## src/rtl/muldiv_pkg.sv

```systemverilog
// Shared constants and types for the HI/LO multiply/divide controller.
// Covers funct decode values, pipe control encodings, FSM states and engine ops.
package muldiv_pkg;

    localparam logic [5:0] F_MFHI  = 6'h10;
    localparam logic [5:0] F_MTHI  = 6'h11;
    localparam logic [5:0] F_MFLO  = 6'h12;
    localparam logic [5:0] F_MTLO  = 6'h13;
    localparam logic [5:0] F_MULT  = 6'h18;
    localparam logic [5:0] F_MULTU = 6'h19;
    localparam logic [5:0] F_DIV   = 6'h1A;
    localparam logic [5:0] F_DIVU  = 6'h1B;

    localparam logic [2:0] PIPE_FREE  = 3'b101;
    localparam logic [2:0] PIPE_STALL = 3'b000;

    localparam logic [5:0] STEP_LAST = 6'd31;

    typedef enum logic [1:0] {IDLE, RUN, DONE} state_e;

    // Encoding matches funct[1:0] of the start-class instructions.
    typedef enum logic [1:0] {MUL_S, MUL_U, DIV_S, DIV_U} op_e;

    function automatic logic op_is_div(input op_e op);
        return (op == DIV_S) || (op == DIV_U);
    endfunction

endpackage

```

## src/rtl/muldiv_core.sv

```systemverilog
// Iterative unsigned datapath: radix-2 shift-add multiply and restoring divide.
// {hi,lo} is the 64-bit working register; b holds the multiplicand/divisor.
module muldiv_core
    import muldiv_pkg::*;
#(
    parameter int W = 32
) (
    input  logic         clk,
    input  logic         rst,
    input  logic         load,
    input  logic         step,
    input  op_e          op,
    input  logic [W-1:0] a,
    input  logic [W-1:0] b,
    output logic [W-1:0] hi_raw,
    output logic [W-1:0] lo_raw
);

    logic [W-1:0] r_hi;
    logic [W-1:0] r_lo;
    logic [W-1:0] r_b;
    logic         r_div;

    logic [W:0]   w_add;
    logic [W:0]   w_shl;
    logic         w_fits;
    logic [W-1:0] w_sub;
    logic [W-1:0] w_hi_next;
    logic [W-1:0] w_lo_next;

    always_comb begin
        w_add  = {1'b0, r_hi} + {1'b0, r_b};
        // Partial remainder can reach W+1 bits after the shift.
        w_shl  = {r_hi, r_lo[W-1]};
        w_fits = (w_shl >= {1'b0, r_b});
        w_sub  = w_shl[W-1:0] - r_b;
        w_hi_next = r_hi;
        w_lo_next = r_lo;
        if (r_div) begin
            if (w_fits) begin
                w_hi_next = w_sub;
                w_lo_next = {r_lo[W-2:0], 1'b1};
            end else begin
                w_hi_next = w_shl[W-1:0];
                w_lo_next = {r_lo[W-2:0], 1'b0};
            end
        end else if (r_lo[0]) begin
            w_hi_next = w_add[W:1];
            w_lo_next = {w_add[0], r_lo[W-1:1]};
        end else begin
            w_hi_next = {1'b0, r_hi[W-1:1]};
            w_lo_next = {r_hi[0], r_lo[W-1:1]};
        end
    end

    always_ff @(posedge clk or negedge rst) begin
        if (!rst) begin
            r_hi  <= '0;
            r_lo  <= '0;
            r_b   <= '0;
            r_div <= 1'b0;
        end else if (load) begin
            r_hi  <= '0;
            r_lo  <= a;
            r_b   <= b;
            r_div <= op_is_div(op);
        end else if (step) begin
            r_hi  <= w_hi_next;
            r_lo  <= w_lo_next;
        end
    end

    assign hi_raw = r_hi;
    assign lo_raw = r_lo;

endmodule

```

## src/rtl/muldiv_ctrl.sv

```systemverilog
// HI/LO-class instruction decode, operation sequencing, sign fix-up and HI/LO ownership.
// Only HI/LO hazards stall the fetch path; unrelated instructions issue during an operation.
module muldiv_ctrl
    import muldiv_pkg::*;
#(
    parameter int XLEN = 32
) (
    input  logic            clk,
    input  logic            rst,
    input  logic [31:0]     instr,
    input  logic [XLEN-1:0] rs_data,
    input  logic [XLEN-1:0] rt_data,
    output logic [2:0]      pipe_ctrl,
    output logic            busy,
    output logic [XLEN-1:0] hilo_rdata,
    output logic            hilo_rvalid
);

    state_e          r_state;
    state_e          w_state_next;
    logic [5:0]      r_cnt;
    op_e             r_op;
    logic            r_neg_lo;
    logic            r_neg_hi;
    logic            r_divz;
    logic [XLEN-1:0] r_op_a;
    logic [XLEN-1:0] r_hi;
    logic [XLEN-1:0] r_lo;

    logic            w_rtype;
    logic [5:0]      w_funct;
    logic            w_start;
    logic            w_mf_hi;
    logic            w_mf_lo;
    logic            w_mt_hi;
    logic            w_mt_lo;
    logic            w_access;
    op_e             w_op;
    logic            w_a_neg;
    logic            w_b_neg;
    logic [XLEN-1:0] w_a_mag;
    logic [XLEN-1:0] w_b_mag;
    logic            w_divz;
    logic            w_accept;
    logic [XLEN-1:0] w_hi_raw;
    logic [XLEN-1:0] w_lo_raw;
    logic [2*XLEN-1:0] w_prod;
    logic [XLEN-1:0] w_res_hi;
    logic [XLEN-1:0] w_res_lo;
    logic            w_unused_instr;

    assign w_unused_instr = ^instr[25:6];

    assign w_rtype  = (instr[31:26] == 6'd0);
    assign w_funct  = instr[5:0];
    assign w_start  = w_rtype && (w_funct[5:2] == F_MULT[5:2]);
    assign w_mf_hi  = w_rtype && (w_funct == F_MFHI);
    assign w_mf_lo  = w_rtype && (w_funct == F_MFLO);
    assign w_mt_hi  = w_rtype && (w_funct == F_MTHI);
    assign w_mt_lo  = w_rtype && (w_funct == F_MTLO);
    assign w_access = w_mf_hi | w_mf_lo | w_mt_hi | w_mt_lo;

    // Signed variants have funct[0]=0; the engine only ever sees magnitudes.
    assign w_op     = op_e'(w_funct[1:0]);
    assign w_a_neg  = ~w_funct[0] & rs_data[XLEN-1];
    assign w_b_neg  = ~w_funct[0] & rt_data[XLEN-1];
    assign w_a_mag  = w_a_neg ? -rs_data : rs_data;
    assign w_b_mag  = w_b_neg ? -rt_data : rt_data;
    assign w_divz   = w_funct[1] && (rt_data == '0);
    assign w_accept = w_start && (r_state == IDLE);

    assign busy        = (r_state != IDLE);
    assign pipe_ctrl   = ((w_start || w_access) && busy) ? PIPE_STALL : PIPE_FREE;
    assign hilo_rvalid = rst && !busy && (w_mf_hi || w_mf_lo);
    assign hilo_rdata  = !hilo_rvalid ? '0 : (w_mf_hi ? r_hi : r_lo);

    muldiv_core #(.W(XLEN)) u_core (
        .clk    (clk),
        .rst    (rst),
        .load   (w_accept),
        .step   (r_state == RUN),
        .op     (w_op),
        .a      (w_a_mag),
        .b      (w_b_mag),
        .hi_raw (w_hi_raw),
        .lo_raw (w_lo_raw)
    );

    always_comb begin
        w_state_next = r_state;
        case (r_state)
            IDLE: if (w_accept) w_state_next = w_divz ? DONE : RUN;
            RUN:  if (r_cnt == STEP_LAST) w_state_next = DONE;
            DONE: w_state_next = IDLE;
            default: w_state_next = IDLE;
        endcase
    end

    always_ff @(posedge clk or negedge rst) begin
        if (!rst) begin
            r_state  <= IDLE;
            r_cnt    <= '0;
            r_op     <= MUL_S;
            r_neg_lo <= 1'b0;
            r_neg_hi <= 1'b0;
            r_divz   <= 1'b0;
            r_op_a   <= '0;
        end else begin
            r_state <= w_state_next;
            if (w_accept) begin
                r_cnt    <= '0;
                r_op     <= w_op;
                r_neg_lo <= w_a_neg ^ w_b_neg;
                r_neg_hi <= w_a_neg;
                r_divz   <= w_divz;
                r_op_a   <= rs_data;
            end else if ((r_state == RUN) && (r_cnt != STEP_LAST)) begin
                r_cnt <= r_cnt + 6'd1;
            end
        end
    end

    always_comb begin
        w_prod   = {w_hi_raw, w_lo_raw};
        w_res_hi = '0;
        w_res_lo = '0;
        if (r_divz) begin
            w_res_hi = r_op_a;
            w_res_lo = '1;
        end else if (op_is_div(r_op)) begin
            w_res_hi = r_neg_hi ? -w_hi_raw : w_hi_raw;
            w_res_lo = r_neg_lo ? -w_lo_raw : w_lo_raw;
        end else begin
            if (r_neg_lo) w_prod = -w_prod;
            w_res_hi = w_prod[2*XLEN-1:XLEN];
            w_res_lo = w_prod[XLEN-1:0];
        end
    end

    always_ff @(posedge clk or negedge rst) begin
        if (!rst) begin
            r_hi <= '0;
            r_lo <= '0;
        end else if (r_state == DONE) begin
            r_hi <= w_res_hi;
            r_lo <= w_res_lo;
        end else if (!busy) begin
            if (w_mt_hi) r_hi <= rs_data;
            if (w_mt_lo) r_lo <= rs_data;
        end
    end

endmodule

```

## config.mk

```make
export PLATFORM = sky130hd
export DESIGN_NAME = muldiv_ctrl
export DESIGN_NICKNAME = d
export VERILOG_FILES = /design/src/rtl/muldiv_pkg.sv /design/src/rtl/muldiv_core.sv /design/src/rtl/muldiv_ctrl.sv
export SDC_FILE = /design/constraint.sdc
export NUM_CORES = 1
export LEC_CHECK = 0
export ABC_CLOCK_PERIOD_IN_PS = 4800
export CORE_MARGIN = 5
export CORE_UTILIZATION = 43
export DETAILED_ROUTE_END_ITERATION = 12
export PLACE_DENSITY = 0.72
export SYNTH_ARGS = -nofsm -noshare
export SYNTH_HDL_FRONTEND = slang
export SYNTH_SLANG_ARGS = --single-unit
```

## constraint.sdc

```tcl
create_clock -name clk -period 4.8 [get_ports clk]
set_input_delay 0.72 -clock clk [delete_from_list [all_inputs] [get_ports clk]]
set_output_delay 0.72 -clock clk [all_outputs]
set_load 0.005 [all_outputs]
```

# --- Word level (Yosys, flattened, before mapping) ---
# Cells that the tools add are included.
totals:
  ff_bits: 206
  wordCells: 106
  input_bits: 98
  output_inout_bits: 37
op_classes:
  order_cmp: 1
  n_eq_ne: 16
  reduce_logical: 27
  bitwise_logic: 7
  muxes: 34
  addsub: 8
op_table:
  columns: ["operator", "count"]
  rows:
  - ["2-to-1 mux 32 bit", 25]
  - ["negation 32 bit", 4]
  - ["2-to-1 mux 64 bit", 1]
  - ["negation 64 bit", 1]
  - ["adder 32 x 32 -> 33 bit", 1]
  - ["greater-or-equal comparator 33 x 32 -> 1 bit", 1]
  - ["zero test 32 bit", 1]
  - ["subtractor 32 bit", 1]
  - ["== test 6 x 5 -> 1 bit, second input constant", 5]
  - ["2-to-1 mux 6 bit", 2]
  - ["logical AND 1 bit", 11]
  - ["== test 2 bit, second input constant", 5]
  - ["nonzero test 2 bit", 5]
  - ["adder 6 x 1 -> 6 bit, second input constant", 1]
  - ["zero test 6 bit", 1]
  - ["2-to-1 mux 2 bit", 3]
  - ["inequality test 6 x 5 -> 1 bit, second input constant", 1]
  - ["AND reduction 2 bit", 3]
  - ["== test 4 x 3 -> 1 bit, second input constant", 1]
  - ["logical OR 1 bit", 4]
  - ["inequality test 2 x 1 -> 1 bit, second input constant", 2]
  - ["case mux 2 bit (2 select lines)", 1]
  - ["2-to-1 mux 3 bit", 1]
  - ["bitwise OR 1 bit", 3]
  - ["8 further kinds", 9]

# --- Logic depth before layout (Yosys ltp) ---
# Gate-level depths: netlist (run 1).
depth:
  word_depth: 8
  mapped_depth: 14
  mapped_depth_nobuf: 13

# --- By module ---
# From an unflattened synthesis (run 1), not the netlist that was laid out.
hier_totals:
  hier_cells: 2153
  hier_area_um2: 16941.2
by_module_without_submodules:
  columns: ["module", "cells_each", "seq_area_each_um2", "area_per_inst_um2", "instances"]
  rows:
  - ["muldiv_core", 1094, 2427.3, 8585.7, 1]
  - ["muldiv_ctrl", 1059, 2702.6, 8355.5, 1]

# --- Least setup slack after synthesis (run 1) ---
# Ideal clock, no wire load.
synth_timing:
  kind: "input -> register"
  start: "input port rs_data[6]"
  end: "register u_core.r_lo[29] (netlist: u_core.lo_raw[29])"
  setup_ps: 137
  t_arrival_ps: 3192
  slack_ps: 1471
  required_time_ps: 4663
  stages: 10
  path_buffers: 1
  path_cell_list: "buf_2 -> or4_1 -> or4_1 -> or2_1 -> or4_1 -> nand2b_4 -> nor3_4 -> a21oi_1 -> xnor2_1 -> a21oi_1"
synth_between:
  elab_chain_cells: 3
synth_lines:
  columns: ["item", "line", "rtl"]
  rows:
  - ["from (decl)", "muldiv_ctrl.sv:11", "input logic [XLEN-1:0] rs_data,"]
  - ["negation 32 bit", "muldiv_ctrl.sv:67", "assign w_a_mag = w_a_neg ? -rs_data : rs_data;"]
  - ["2-to-1 mux 32 bit", "muldiv_ctrl.sv:67", null]
  - ["2-to-1 mux 32 bit", "muldiv_core.sv:62", "end else if (load) begin"]
  - ["to (signal assigned)", "muldiv_core.sv:69", "r_lo <= w_lo_next;"]
  - ["to (decl)", "muldiv_core.sv:20", "logic [W-1:0] r_lo;"]
# No other way between the ends.
# A chain may end at the register's enable or synchronous reset.

# --- Worst setup path in the final report (run 1) ---
layout_timing:
  start: "input port instr[28]"
  end: "output port hilo_rdata[15]"
layout_between:
  elab_chain_cells: 5
  word_cells_on_any_way: 7
  classes_between: "2 x mux; 5 x reduce/logical"
layout_lines:
  columns: ["item", "line", "rtl"]
  rows:
  - ["from (decl)", "muldiv_ctrl.sv:10", "input logic [31:0] instr,"]
  - ["zero test 6 bit *", "muldiv_ctrl.sv:54", "assign w_rtype = (instr[31:26] == 6'd0);"]
  - ["logical AND 1 bit (on tied branches)", "muldiv_ctrl.sv:57, muldiv_ctrl.sv:58", null]
  - ["logical OR 1 bit", "muldiv_ctrl.sv:74", "assign hilo_rvalid = rst && !busy && (w_mf_hi || w_mf_lo);"]
  - ["logical AND 1 bit", "muldiv_ctrl.sv:74", null]
  - ["2-to-1 mux 32 bit *", "muldiv_ctrl.sv:75", "assign hilo_rdata = !hilo_rvalid ? '0 : (w_mf_hi ? r_hi : r_lo);"]
  - ["to (decl)", "muldiv_ctrl.sv:15", "output logic [XLEN-1:0] hilo_rdata,"]
# Mark *: on every way between the ends. The rest lies on a longest branch, timed or not.

==> results_dict.tcl, run 1 <==
set metrics [dict create \
    grt_use_met2 0.405 \
    n_fill_cell 3807 \
    globalplace.congestion 0.949 \
    final_area_sq_mm 0.0190 \
    irDropWorstVdd_mv 0.281 \
    core_sq_mm 0.0386 \
    hold_violations 0 \
    multi_input_area_sq_mm 0.0107 \
    ctsResizeCount 0 \
    drt-pass1-iter-count 6 \
    fmax_mhz 234 \
    ant_nets 0 \
    dp_hpwl_microns 40200 \
    grt_pass1_vias 16000 \
    drc 0 \
    power_mw 8.79 \
    rows 72 \
    syn-num-nets 2343 \
    die_y_microns 207 \
    arrival_ns 3.55 \
    synth-seq-cells 205 \
    grt_pass1_wl_microns 87000 \
    crit_type "in2out" \
    chipWidth_microns 207 \
    cp_max_fo 32 \
    use_met1 0.350 \
    synth_top_area_frac 0.308 \
    synth_edf_count 0 \
    grt-ovfl-total 0 \
    start_kind "input port" \
    clk_pin_slew_worst_paths_ns 0.06 \
    relSlewSlack 0.220 \
    grtUsageTotal 0.251 \
    postCtsHoldBufs 0 \
    wirelength_microns 55200 \
    worstSetupStartpoint "instr[28]" \
    dieArea_sq_mm 0.0428 \
    post-cts-setup-buffer-count 0 \
    cts_buffers 25 \
    syn_area_sq_mm 0.0167 \
    reg2reg_slack_ns 1.00 \
    synth_cell_type_count 84 \
    fin_tns_setup_ns 0 \
    initial_core_util 0.433 \
    port_buffers 113 \
    async_reset_ff_frac 1.00 \
    drt_iter0_drc 1509 \
    antenna_found_initial 0 \
    nets 2366 \
    worstSetupEndpointType "output port" \
    cts.sinks 205 \
    worst_pin_slew_ns 1.16 \
    place_area_sq_mm 0.0182 \
    rsz0062_at_grt "no" \
    outcome "completed" \
    root_buffer "clkbuf_16" \
    yosys_warnings 0 \
    reg2reg_depth 10 \
    p_per_area_mw_per_mm2 463 \
    syn-mean-instance-area_sq_um 7.67 \
    drv_cap 0 \
    p_leak_nw 7.71 \
    fin_crit_sh 0.890 \
    yosysSeqAreaShare 0.308 \
    areaGrowthSynthToFinish_pct 13.8 \
    vias_per_cell 6.11 \
    synthTopCellsByArea "dfrtp_1 31%, nand2_1 8.4%, o21ai_0 5.9%" \
    syn_inst 2174 \
    top_usage_layer "met2" \
    crit_required_ns 4.08 \
    hold_class "in2async" \
    fin_crit_ns 4.27 \
    synthFlopType "dfrtp_1" \
    yosysTopAreaCell "dfrtp_1" \
    regArea_sq_mm 0.00513 \
    wl_per_cell_microns 20.2 \
    clk_latency_ns 0.56 \
    htreeDepth 1 \
    grtUsageMet3 0.0322 \
    cts_tree "done" \
    io_pins 135 \
    final-setup-viol-count 0 \
    drive_gt1_frac 0.0533 \
    skew_ns 0.0243 \
    grt_start_max_net_pins 80 \
    cts_buffer_depth 3 \
    final_max_slew_viol_count 0 \
    vias 16700 \
    r2r_start "u_core.hi_raw[7]$_DFFE_PN0P_" \
]
[worst max-delay path, cell delays in order]
cell	delay [ns]
clkdlybuf4s50_1	0.40
nor4_1	0.25
and4b_1	0.35
nor2b_1	0.24
nor2b_1	0.23
nor2b_2	0.17
buf_4	0.35
nand2_1	0.12
a21oi_1	0.18
clkdlybuf4s50_1	0.55
[final timing paths]
check	end
worst min-delay path	u_core.lo_raw[9]$_DFFE_PN0P_
worst max-delay path	hilo_rdata[15]
worst min register to register	r_op_a[12]$_DFFE_PN0P_
worst max register to register	u_core.hi_raw[10]$_DFFE_PN0P_
min in group clk	r_op_a[12]$_DFFE_PN0P_
max in group asynchronous	u_core.r_b[24]$_DFFE_PN0P_
[flip-flops by register name, indices dropped and copies added (netlist names)]
register       count
u_core.r_div       1
r_op               1
u_core.lo_raw     32
r_divz             1
r_cnt              6
u_core.r_b        32
r_hi              32
r_op_a            32
r_state            2
u_core.hi_raw     32
r_lo              32
r_neg_lo           1
r_neg_hi           1
[cell usage in the layout, fill, tap and decap left out, drive strengths merged, types with 13 or more instances in the layout]
cell type	count
a211oi	35
a21o	32
a21oi	195
a222oi	15
a31oi	24
and3	16
buf	32
clkbuf	35
clkdlybuf4s50	112
dfrtp	205
ha	69
inv	66
mux2i	39
nand2	372
nand2b	16
nand3	23
nand4	20
nor2	150
nor2b	25
nor3	57
nor4	17
o211ai	28
o21ai	202
o22ai	40
o31ai	31
or3	34
or4	13
xnor2	92
xor2	57
[cell usage after synthesis (all sizes together) (13+ instances only)]
master	n
inv	65
buf	34
nor4	17
a222oi	15
dfrtp	205
or4	13
nor2b	25
nor2	150
a21oi	195
a31oi	24
mux2i	39
nor3	57
clkbuf	115
o21ai	202
ha	69
nand2	372
xnor2	92
nand2b	16
nand3	23
a211oi	35
xor2	57
nand4	20
o22ai	40
or3	34
and3	16
o211ai	28
a21o	32
o31ai	31
[power by group]
part	internal, mW	switching [mW]
clock network	1.18	0.787
registers	2.08	0.678
logic	1.68	2.38
[routing by layer]
layer  vias to the layer above  share of wire
li1                       7894              -
met1                      7957           0.43
met2                       723           0.45
met3                       127          0.087
met4                         0          0.038
met5                         -              0
[cell families (layout without fill, tap and decap cells)]
logic type	Yosys count	count (layout)	synth area share
buffers and inverters	215	254	0.0506
AND/OR/NAND/NOR	781	781	0.217
XOR/XNOR	149	149	0.0782
adder cells (fa/ha/maj)	71	71	0.0542
flip-flops	205	205	0.308
other	1	2	0.000225
multiplexers	49	49	0.0302
AO/OA/AOI/OAI	703	703	0.263
[through the flow]
stage           util  cells  setup slack, ns  hold slack (ns)
5_1_grt        0.493   2731            0.310           0.0894
3_5_place_dp   0.471   2688            0.577            0.464
3_3_place_gp   0.471   2688            0.638            0.458
2_1_floorplan      -   2174             1.47            0.424
4_1_cts        0.493   2731            0.509           0.0648
6_report       0.493   2732            0.527           0.0732
[cell type report]
class                   instances  area share
well taps                     518      0.0341
diodes                          1    0.000132
repair buffers                145      0.0731
clock inverters                 9     0.00725
flip-flops and latches        205       0.270
inverters                      66      0.0130
multi-input cells            1754       0.565
clock buffers                  34      0.0368
Power figures use the tool's default switching activity.
==> run 2, diff against run 1 <==
ABC_AREA = 1   (was unset)
PLACE_DENSITY = unset   (was 0.72)
PLACE_DENSITY_LB_ADDON = 0.1   (was unset)
==> results_dict.tcl, run 2 <==
set metrics [dict create \
    irDropWorstVdd_mv 0.207 \
    r2r_start "u_core.lo_raw[0]$_DFFE_PN0P_" \
    syn_area_sq_mm 0.0192 \
    hold_violations 0 \
    skew_ns 0.0212 \
    yosys.cell_count.top_type "nand2_1" \
    antenna_found_initial 0 \
    synth_top_area_frac 0.267 \
    power_mw 11.0 \
    async_reset_ff_frac 1.00 \
    multi_input_area_sq_mm 0.0121 \
    io_pins 135 \
    nets 3410 \
    synth_top_family_by_area "simple AND/OR/NAND/NOR gates" \
    vias 21900 \
    areaGrowthSynthToFinish_pct 13.5 \
    worst-path-stages 10 \
    drc 0 \
    layout_commonest_cell "nand2_1" \
    drt-pass1-iter-count 6 \
    crit_type "in2out" \
    reg2reg_slack_ns 1.43 \
    hold_class "in2async" \
    htreeDepth 1 \
    arrival_ns 3.12 \
    syn_inst 3181 \
    grt_pass1_wl_microns 123000 \
    yosysSeqAreaShare 0.267 \
    drt_iter0_drc 2373 \
    synthTopCellsByArea "dfrtp_1 27%, nand2_1 16%, nor2_1 8.8%" \
    fin_crit_ns 3.84 \
    synth_edf_count 0 \
    initial_core_util 0.435 \
    cp_slowest_stage_delay_ns 0.53 \
    worstSetupEndpointType "output port" \
    path_delay_family "buffers and inverters" \
    core_sq_mm 0.0441 \
    grtUsageTotal 0.318 \
    fmax_mhz 260 \
    rsz0062_at_grt "no" \
    dieArea_sq_mm 0.0489 \
    synth-simple-area-share 0.365 \
    p_leak_nw 10.6 \
    postCtsHoldBufs 0 \
    cts_tree "done" \
    syn-num-nets 3350 \
    place_area_sq_mm 0.0209 \
    yosysTopAreaCell "dfrtp_1" \
    reg2reg_depth 12 \
    start_kind "input port" \
    vias_per_cell 5.70 \
    crit_buf_inv 4 \
    final-setup-viol-count 0 \
    regArea_sq_mm 0.00513 \
    synthAdderAreaFrac 0.0471 \
    drv_cap 0 \
    synthMuxAreaShare 0 \
    place_ws_ns 0.968 \
    grt_pass1_vias 20100 \
    wirelength_microns 81400 \
    relSlewSlack 0.278 \
    synth-xor-area-share 0.0228 \
    cts.sinks 205 \
    worst_pin_slew_ns 1.08 \
    p_per_area_mw_per_mm2 506 \
    crit_required_ns 4.08 \
    fin_tns_setup_ns 0 \
    timing.rr.end "r_hi[16]$_DFFE_PN0P_" \
    ant_nets 0 \
    die_y_microns 221 \
    root_buffer "clkbuf_16" \
    setup_ws_ns 0.959 \
    final_max_slew_viol_count 0 \
    cp_cell_sequence "clkdlybuf4s50_1 -> inv_1 -> or2_1 -> nor4_4 -> nand2_1 -> nor2_2 -> buf_12 -> o21ai_0 -> a21oi_1 -> clkdlybuf4s50_1" \
    syn-mean-instance-area_sq_um 6.03 \
    fin_crit_sh 0.800 \
    port_buffers 113 \
    synthFlopType "dfrtp_1" \
    post-cts-setup-buffer-count 0 \
    grt-ovfl-total 0 \
    cts_buffers 27 \
    synth_compound_area_frac 0.195 \
    n_antenna_cell 0 \
    final_cell_mix "814 x nand2_1, 448 x nor2_1, 361 x inv_1, 299 x a21oi_1, 291 x o21ai_0" \
    drive_gt1_frac 0.0485 \
    clk_latency_ns 0.55 \
    cp_max_fo 30 \
    grt_start_max_net_pins 97 \
    cts_buffer_depth 3 \
    dp_hpwl_microns 62400 \
    rows 77 \
    final_area_sq_mm 0.0218 \
    chipWidth_microns 221 \
    clk_pin_slew_worst_paths_ns 0.07 \
    critPathSlowestCell "clkdlybuf4s50_1" \
    synth-seq-cells 205 \
    ctsResizeCount 0 \
    n_fill_cell 4796 \
    synth_cell_type_count 59 \
    yosys_warnings 0 \
    ys_top_cells_by_count "814 x nand2_1, 450 x nor2_1, 361 x inv_1, 299 x a21oi_1, 291 x o21ai_0" \
    globalplace.congestion 0.996 \
    wl_per_cell_microns 21.1 \
    crit_top_cell "clkdlybuf4s50_1" \
    outcome "completed" \
]
## run 2: changes by cell type after synthesis, sizes merged, moves of 39 or more
cell,before,now
nor2,150,469
nand3,23,212
inv,65,375
a21oi,195,300
o21ai,202,309
mux2i,39,0
nand2,372,826
xnor2,92,11
## run 2: cell type report
| type | count | share of cell area |
|---|---|---|
| repair buffers | 156 | 0.0682 |
| flip-flops and latches | 205 | 0.236 |
| multi-input cells | 2475 | 0.556 |
| clock inverters | 9 | 0.00609 |
| inverters | 376 | 0.0652 |
| clock buffers | 39 | 0.0350 |
| well taps | 592 | 0.0340 |
## run 2: worst max-delay path by stage
stage / start / to / slack [ns]
2_1_floorplan: instr[4] / hilo_rdata[25] / 2.09
3_3_place_gp: instr[4] / hilo_rdata[16] / 1.0
3_5_place_dp: instr[4] / hilo_rdata[14] / 0.97
4_1_cts: instr[4] / hilo_rdata[16] / 0.95
5_1_grt: instr[4] / hilo_rdata[3] / 0.74
6_report: instr[4] / hilo_rdata[16] / 0.96
## run 2: worst reg2reg max path, cell delays in order, from the launching register on
cell     delay [ns]
dfrtp_1        0.42
inv_6          0.26
ha_1           0.25
nand2_1        0.12
nor2_1         0.30
nand2_1        0.26
nor2_1         0.31
nand2_1        0.10
nand2_1        0.24
nand2_1        0.11
o21ai_0        0.62
nand2_1        0.13
a22oi_1        0.16
## run 2: cell families (layout without fill, tap and decap cells)
| family | after synthesis | count (layout) |
|---|---|---|
| compound gates | 694 | 694 |
| fa+ha+maj | 71 | 71 |
| xor+xnor | 50 | 50 |
| simple gates | 1659 | 1659 |
| buf+inv | 501 | 580 |
| other cells | 1 | 1 |
| flops | 205 | 205 |
## run 2: per-stage QoR
stage                     instances  hold slack [ns]  utilization
after floorplan                3181            0.424            -
after global placement         3804            0.465        0.473
after detailed placement       3804            0.470        0.473
after CTS                      3852           0.0771        0.493
after global routing           3852           0.0936        0.493
final                          3852           0.0765        0.493
## run 2: per-layer routing
metal,vias up,wire [microns],GRT usage
met5,-,0,0
met4,0,2240,0.0728
met3,120,8810,0.0867
met2,1016,32800,0.451
met1,10300,37600,0.482
li1,10500,-,-
## run 2: power breakdown
| part | total (mW) | internal, mW | switching [mW] |
|---|---|---|---|
| logic | 6.25 | 1.95 | 4.30 |
| registers | 2.66 | 2.07 | 0.588 |
| clock network | 2.09 | 1.26 | 0.833 |
==> RTL change 1 (config.mk and constraints of run 1) <==
Encoding of `state_e`: now one-hot (3 bits for 3 states).
--- a/src/rtl/muldiv_pkg.sv
+++ b/src/rtl/muldiv_pkg.sv
@@ -18,3 +18,3 @@
 
-    typedef enum logic [1:0] {IDLE, RUN, DONE} state_e;
+    typedef enum logic [2:0] {IDLE = 3'b001, RUN = 3'b010, DONE = 3'b100} state_e;
 
Function: no difference found for any inputs over 4 cycles, from zero or initial values and one cycle with rst low; so few cycles prove little.
==> RTL change 1 against run 1 <==
- count of clock-buffer cells in the layout grew 3
- clock skew is 2.3 ps lower
- cell count down 1.0%
- non-clock buffer count up 8
- register-to-register slack worse by 260 ps
- core utilization grew 0.36 points
- routed wire length grew 1.9%
- synthesized area hardly changed
- worst setup slack better by 140 ps
- sequential cell count increased by 1
- global-route usage fell by 0.097 points
- via count down 1.4%
- final area is 0.74% higher
Power is not compared: it rests on default switching activity, and its combinational part moved more than twofold at a synthesized area within 25%.
==> RTL change 1: results (changes against run 1) <==
- The number of violations reported at the end of detailed-routing iteration 0 is 1298 (-14%).
- The post-synthesis share of cell area spent on full adders, half adders and majority gates was 0.05411 (about the same).
- The maximum clock skew at final layout is 22.01 ps (-2.262 ps).
- The depth of the worst register-to-register path is 13 (+3).
- The via count of the first global-routing pass came to 16050 (+0.51%).
- The placed cell area is 18290 um2 (+0.73%).
- The achievable frequency was 241.8 MHz (+3.3%).
- The total global-route track usage was 0.2504 (-0.0009714).
- Among all stages on the critical path, the largest delay is contributed by clkdlybuf4s50_1.
- The worst-case hold slack is 86.55 ps (+13.36 ps).
- The count of filler cells inserted in the layout is 3773 (-0.89%).
- The family with the most delay on the worst path is buffers and inverters.
- The area fraction in compound gates after synthesis is 0.2522 (-0.01045).
- The worst register-to-register path begins at u_core.r_b[1]$_DFFE_PN0P_.
- The largest net degree at the start of global routing was 73 (-8.8%).
- The first-pass GRT wire length came to 89.22 mm (+2.5%).
- The placer's final routability congestion estimate is 0.9676 (+2.0%).
- After synthesis, the cell types taking the most area are dfrtp_1 31%, nand2_1 8.8%, a21oi_1 5.3%.
- The cell area after layout is 19130 um2 (+0.74%).
- The detailed-route vias per instance is 6.089 (-0.39%).
- The total iterations of the first detailed-routing run came to 5 (-1).
- The measured slew at the worst slew-check pin is 1303 ps (+147.7 ps).
- The maximum fanout count along the critical path is 17 (-47%).
- The wire length per cell after detailed routing came to 20.80 um (+2.9%).
- The minimum setup slack after placement is 686.6 ps (+109.2 ps).
- The number of antenna cells inserted was 0 (-1).
- The final-stage net count is 2337 (-1.2%).
- The final instance count without filler cells is 2704 (-1.0%).
- The half-perimeter wire length of the detailed placement result is 41.19 mm (+2.4%).
- The sequential area share after synthesis came to 0.3089 (+0.001367).
- The number of buffers added by the clock tree synthesis step is 24 (-4.0%).
- In this run the worst setup path terminates at hilo_rdata[8].
- The run finished with clean final reports.
- The fraction of layout cells with a size suffix above 1 came to 0.05398 (+0.0006586).
- The post-synthesis xor/xnor area fraction is 0.08447 (+0.006243).
- The synthesized instance count was 2138 (-1.7%).
- The post-synthesis mux area share is 0.04654 (+0.01639).
- The register-to-register setup slack came to 740 ps (-260 ps).
- In this run the critical register-to-register path is captured at u_core.hi_raw[16]$_DFFE_PN0P_.
- The commonest cells after synthesis are 393 x nand2_1, 205 x dfrtp_1, 177 x a21oi_1, 177 x o21ai_0, 130 x nor2_1.
[RTL change 1: layout make-up]
type / instances / share of cell area
Multi-Input combinational cell: 1722 / 0.5633
Inverter: 61 / 0.01197
Clock buffer: 37 / 0.03760
Timing Repair Buffer: 153 / 0.07697
Tap cell: 518 / 0.03388
Clock inverter: 7 / 0.006671
Sequential cell: 206 / 0.2696
[RTL change 1: per-layer routing]
layer	up-vias	global-route usage	wire length, um
li1	7771	-	-
met1	7878	0.3311	23490
met2	710	0.4204	26510
met3	106	0.04372	4551
met4	0	0.07729	1698
met5	-	0	0
[RTL change 1: where the power goes]
| group | switching [W] | leakage [nW] | internal [W] | total [W] |
|---|---|---|---|---|
| logic | 0.000384 | 5.09 | 0.000280 | 0.000664 |
| registers | 0.0000585 | 2.56 | 0.00177 | 0.00183 |
| clock network | 0.000783 | 0.411 | 0.00119 | 0.00198 |
| total | 0.00123 | 8.06 | 0.00325 | 0.00447 |
==> RTL change 2 (config.mk and constraints of run 1) <==
Without the edit above. Change the parameter `XLEN` from 32 to 36.
--- a/src/rtl/muldiv_ctrl.sv
+++ b/src/rtl/muldiv_ctrl.sv
@@ -5,3 +5,3 @@
 #(
-    parameter int XLEN = 32
+    parameter int XLEN = 36
 ) (
Ports: changed (resized hilo_rdata, rs_data and rt_data); port bits go from 135 to 147. The function was not compared with the original's and may differ.
==> RTL change 2 against run 1 <==
- clock power rose by 13%
- sequential cell count increased by 24
- cell count is 14% higher
- power rose by 19%
- clock skew grew 4.0 ps
- worst setup slack improved by 37 ps
- highest routed layer is now met5
- critical path type unchanged
- final area is 14% higher
- routed wire length up 18%
- synthesized area rose by 14%
==> RTL change 2: results (changes against run 1) <==
- Sorting the synthesized cells by area gives the leading types as dfrtp_1 30%, nand2_1 9.7%, ha_1 5.1%.
- The worst-case hold slack was 46.21 ps (-26.99 ps).
- The tree is rooted in a clkbuf_16.
- The placer's final routability congestion estimate was 0.9797 (+3.3%).
- The placed cell area is 20720 um2 (+14%).
- The flow ran to the end, and the final reports show no timing, DRC or antenna violations.
- The number of nets in the synthesized netlist came to 2653 (+13%).
- The total iterations of the first detailed-routing run is 5 (-1).
- The maximum clock skew at final layout came to 28.23 ps (+3.959 ps).
- The total clock network power was 0.00222 W (+13%).
- The total global-route track usage was 0.2618 (+0.01050).
- The clock insertion delay at the later pin of the skew report is 600 ps (+40 ps).
- The wire length per cell after detailed routing was 21.01 um (+4.0%).
- The number of resized instances in the post-cts repair step is 0 (unchanged).
- The via count of the first global-routing pass is 18390 (+15%).
- The combinational group share of total power is 0.493 (+0.031).
- The maximum ir drop on the vdd rail came to 0.2863 mV (+1.8%).
- The number of buffers added by the clock tree synthesis step is 28 (+12%).
- The per-instance average area after synthesis is 7.689 um2 (+0.20%).
- The sequential area share after synthesis is 0.3020 (-0.005516).
- The first-pass GRT wire length was 102.0 mm (+17%).
- The number of antenna violations at the first check in global routing is 5 (+5).
- The combinational cell power came to 0.00517 W (+27%).
- The number of vias after detailed routing is 19030 (+14%).
- After synthesis, the most frequently instantiated cells are 489 x nand2_1, 229 x dfrtp_1, 192 x a21oi_1.
- The minimum setup slack after placement was 669.5 ps (+92.06 ps).
- The fraction of met1 tracks used by global routing came to 0.3468 (-0.003410).
- The number of input and output port buffers inserted is 125 (+11%).
- The number of distinct library cells after synthesis is 90 (+7.1%).
- The register-to-register setup slack is 900 ps (-100 ps).
- The relative slew slack is 0.2629 (+0.04300).
- The final worst-path setup slack is 563.7 ps (+36.61 ps).
- The met3 demand-to-capacity share in global routing is 0.03943 (+0.007246).
- The maximum fanout count along the critical path is 36 (+13%).
- The half-perimeter wire length of the detailed placement result is 47.01 mm (+17%).
- The share of total power consumed by net switching is 0.4534 (+0.01555).
- The met2 track demand over resource is 0.4286 (+0.02379).
- The fraction of layout cells with a size suffix above 1 is 0.05460 (+0.001282).
- The count of filler cells inserted in the layout is 4224 (+11%).
- The arrival time at the worst endpoint is 3520 ps (-30 ps).
- The largest net degree at the start of global routing is 93 (+16%).
==> RTL change 2: cells by family after synthesis <==
kind of cell | share of synthesized area
AO/OA/AOI/OAI | 0.2504
XOR/XNOR | 0.08677
adder cells (fa/ha/maj) | 0.05288
buffers and inverters | 0.05321
flip-flops | 0.3020
multiplexers | 0.04530
other | 0.0001976
AND/OR/NAND/NOR | 0.2092
==> RTL change 2: worst max-delay path, stage by stage <==
cell and delay (ps):
clkdlybuf4s50_1 410, nor4_1 290, nand4b_1 330, nor4_2 270, buf_4 450, nand2_1 130
a21oi_1 310, clkdlybuf4s50_1 570
==> RTL change 2: per-layer routing <==
layer,vias to the layer above,share of wire
met1,9074,0.41
met4,2,0.043
met2,914,0.46
met5,-,0.00020
li1,8880,-
met3,160,0.083
==> RTL change 2: cell type report <==
type                            count  area [um2]  area share
Multi-Input combinational cell   1976       12290      0.5667
Clock buffer                       34       763.2     0.03521
Clock inverter                     15       187.7    0.008657
Timing Repair Buffer              172        1647     0.07595
Sequential cell                   229        5736      0.2646
Antenna cell                        3       7.507   0.0003463
Inverter                           83       311.5     0.01437
Tap cell                          592       740.7     0.03417
==> RTL change 2: worst paths after layout <==
kind,to,start,cells after the start
worst min-delay path,r_hi[12]$_DFFE_PN0P_,rst,1
min in group clk,r_op_a[34]$_DFFE_PN0P_,r_op_a[34]$_DFFE_PN0P_,2
worst max-delay path,hilo_rdata[2],instr[28],8
max in group asynchronous,u_core.r_div$_DFFE_PN0P_,rst,2
worst max register to register,u_core.hi_raw[35]$_DFFE_PN0P_,u_core.hi_raw[1]$_DFFE_PN0P_,11
worst min register to register,r_op_a[34]$_DFFE_PN0P_,r_op_a[34]$_DFFE_PN0P_,2
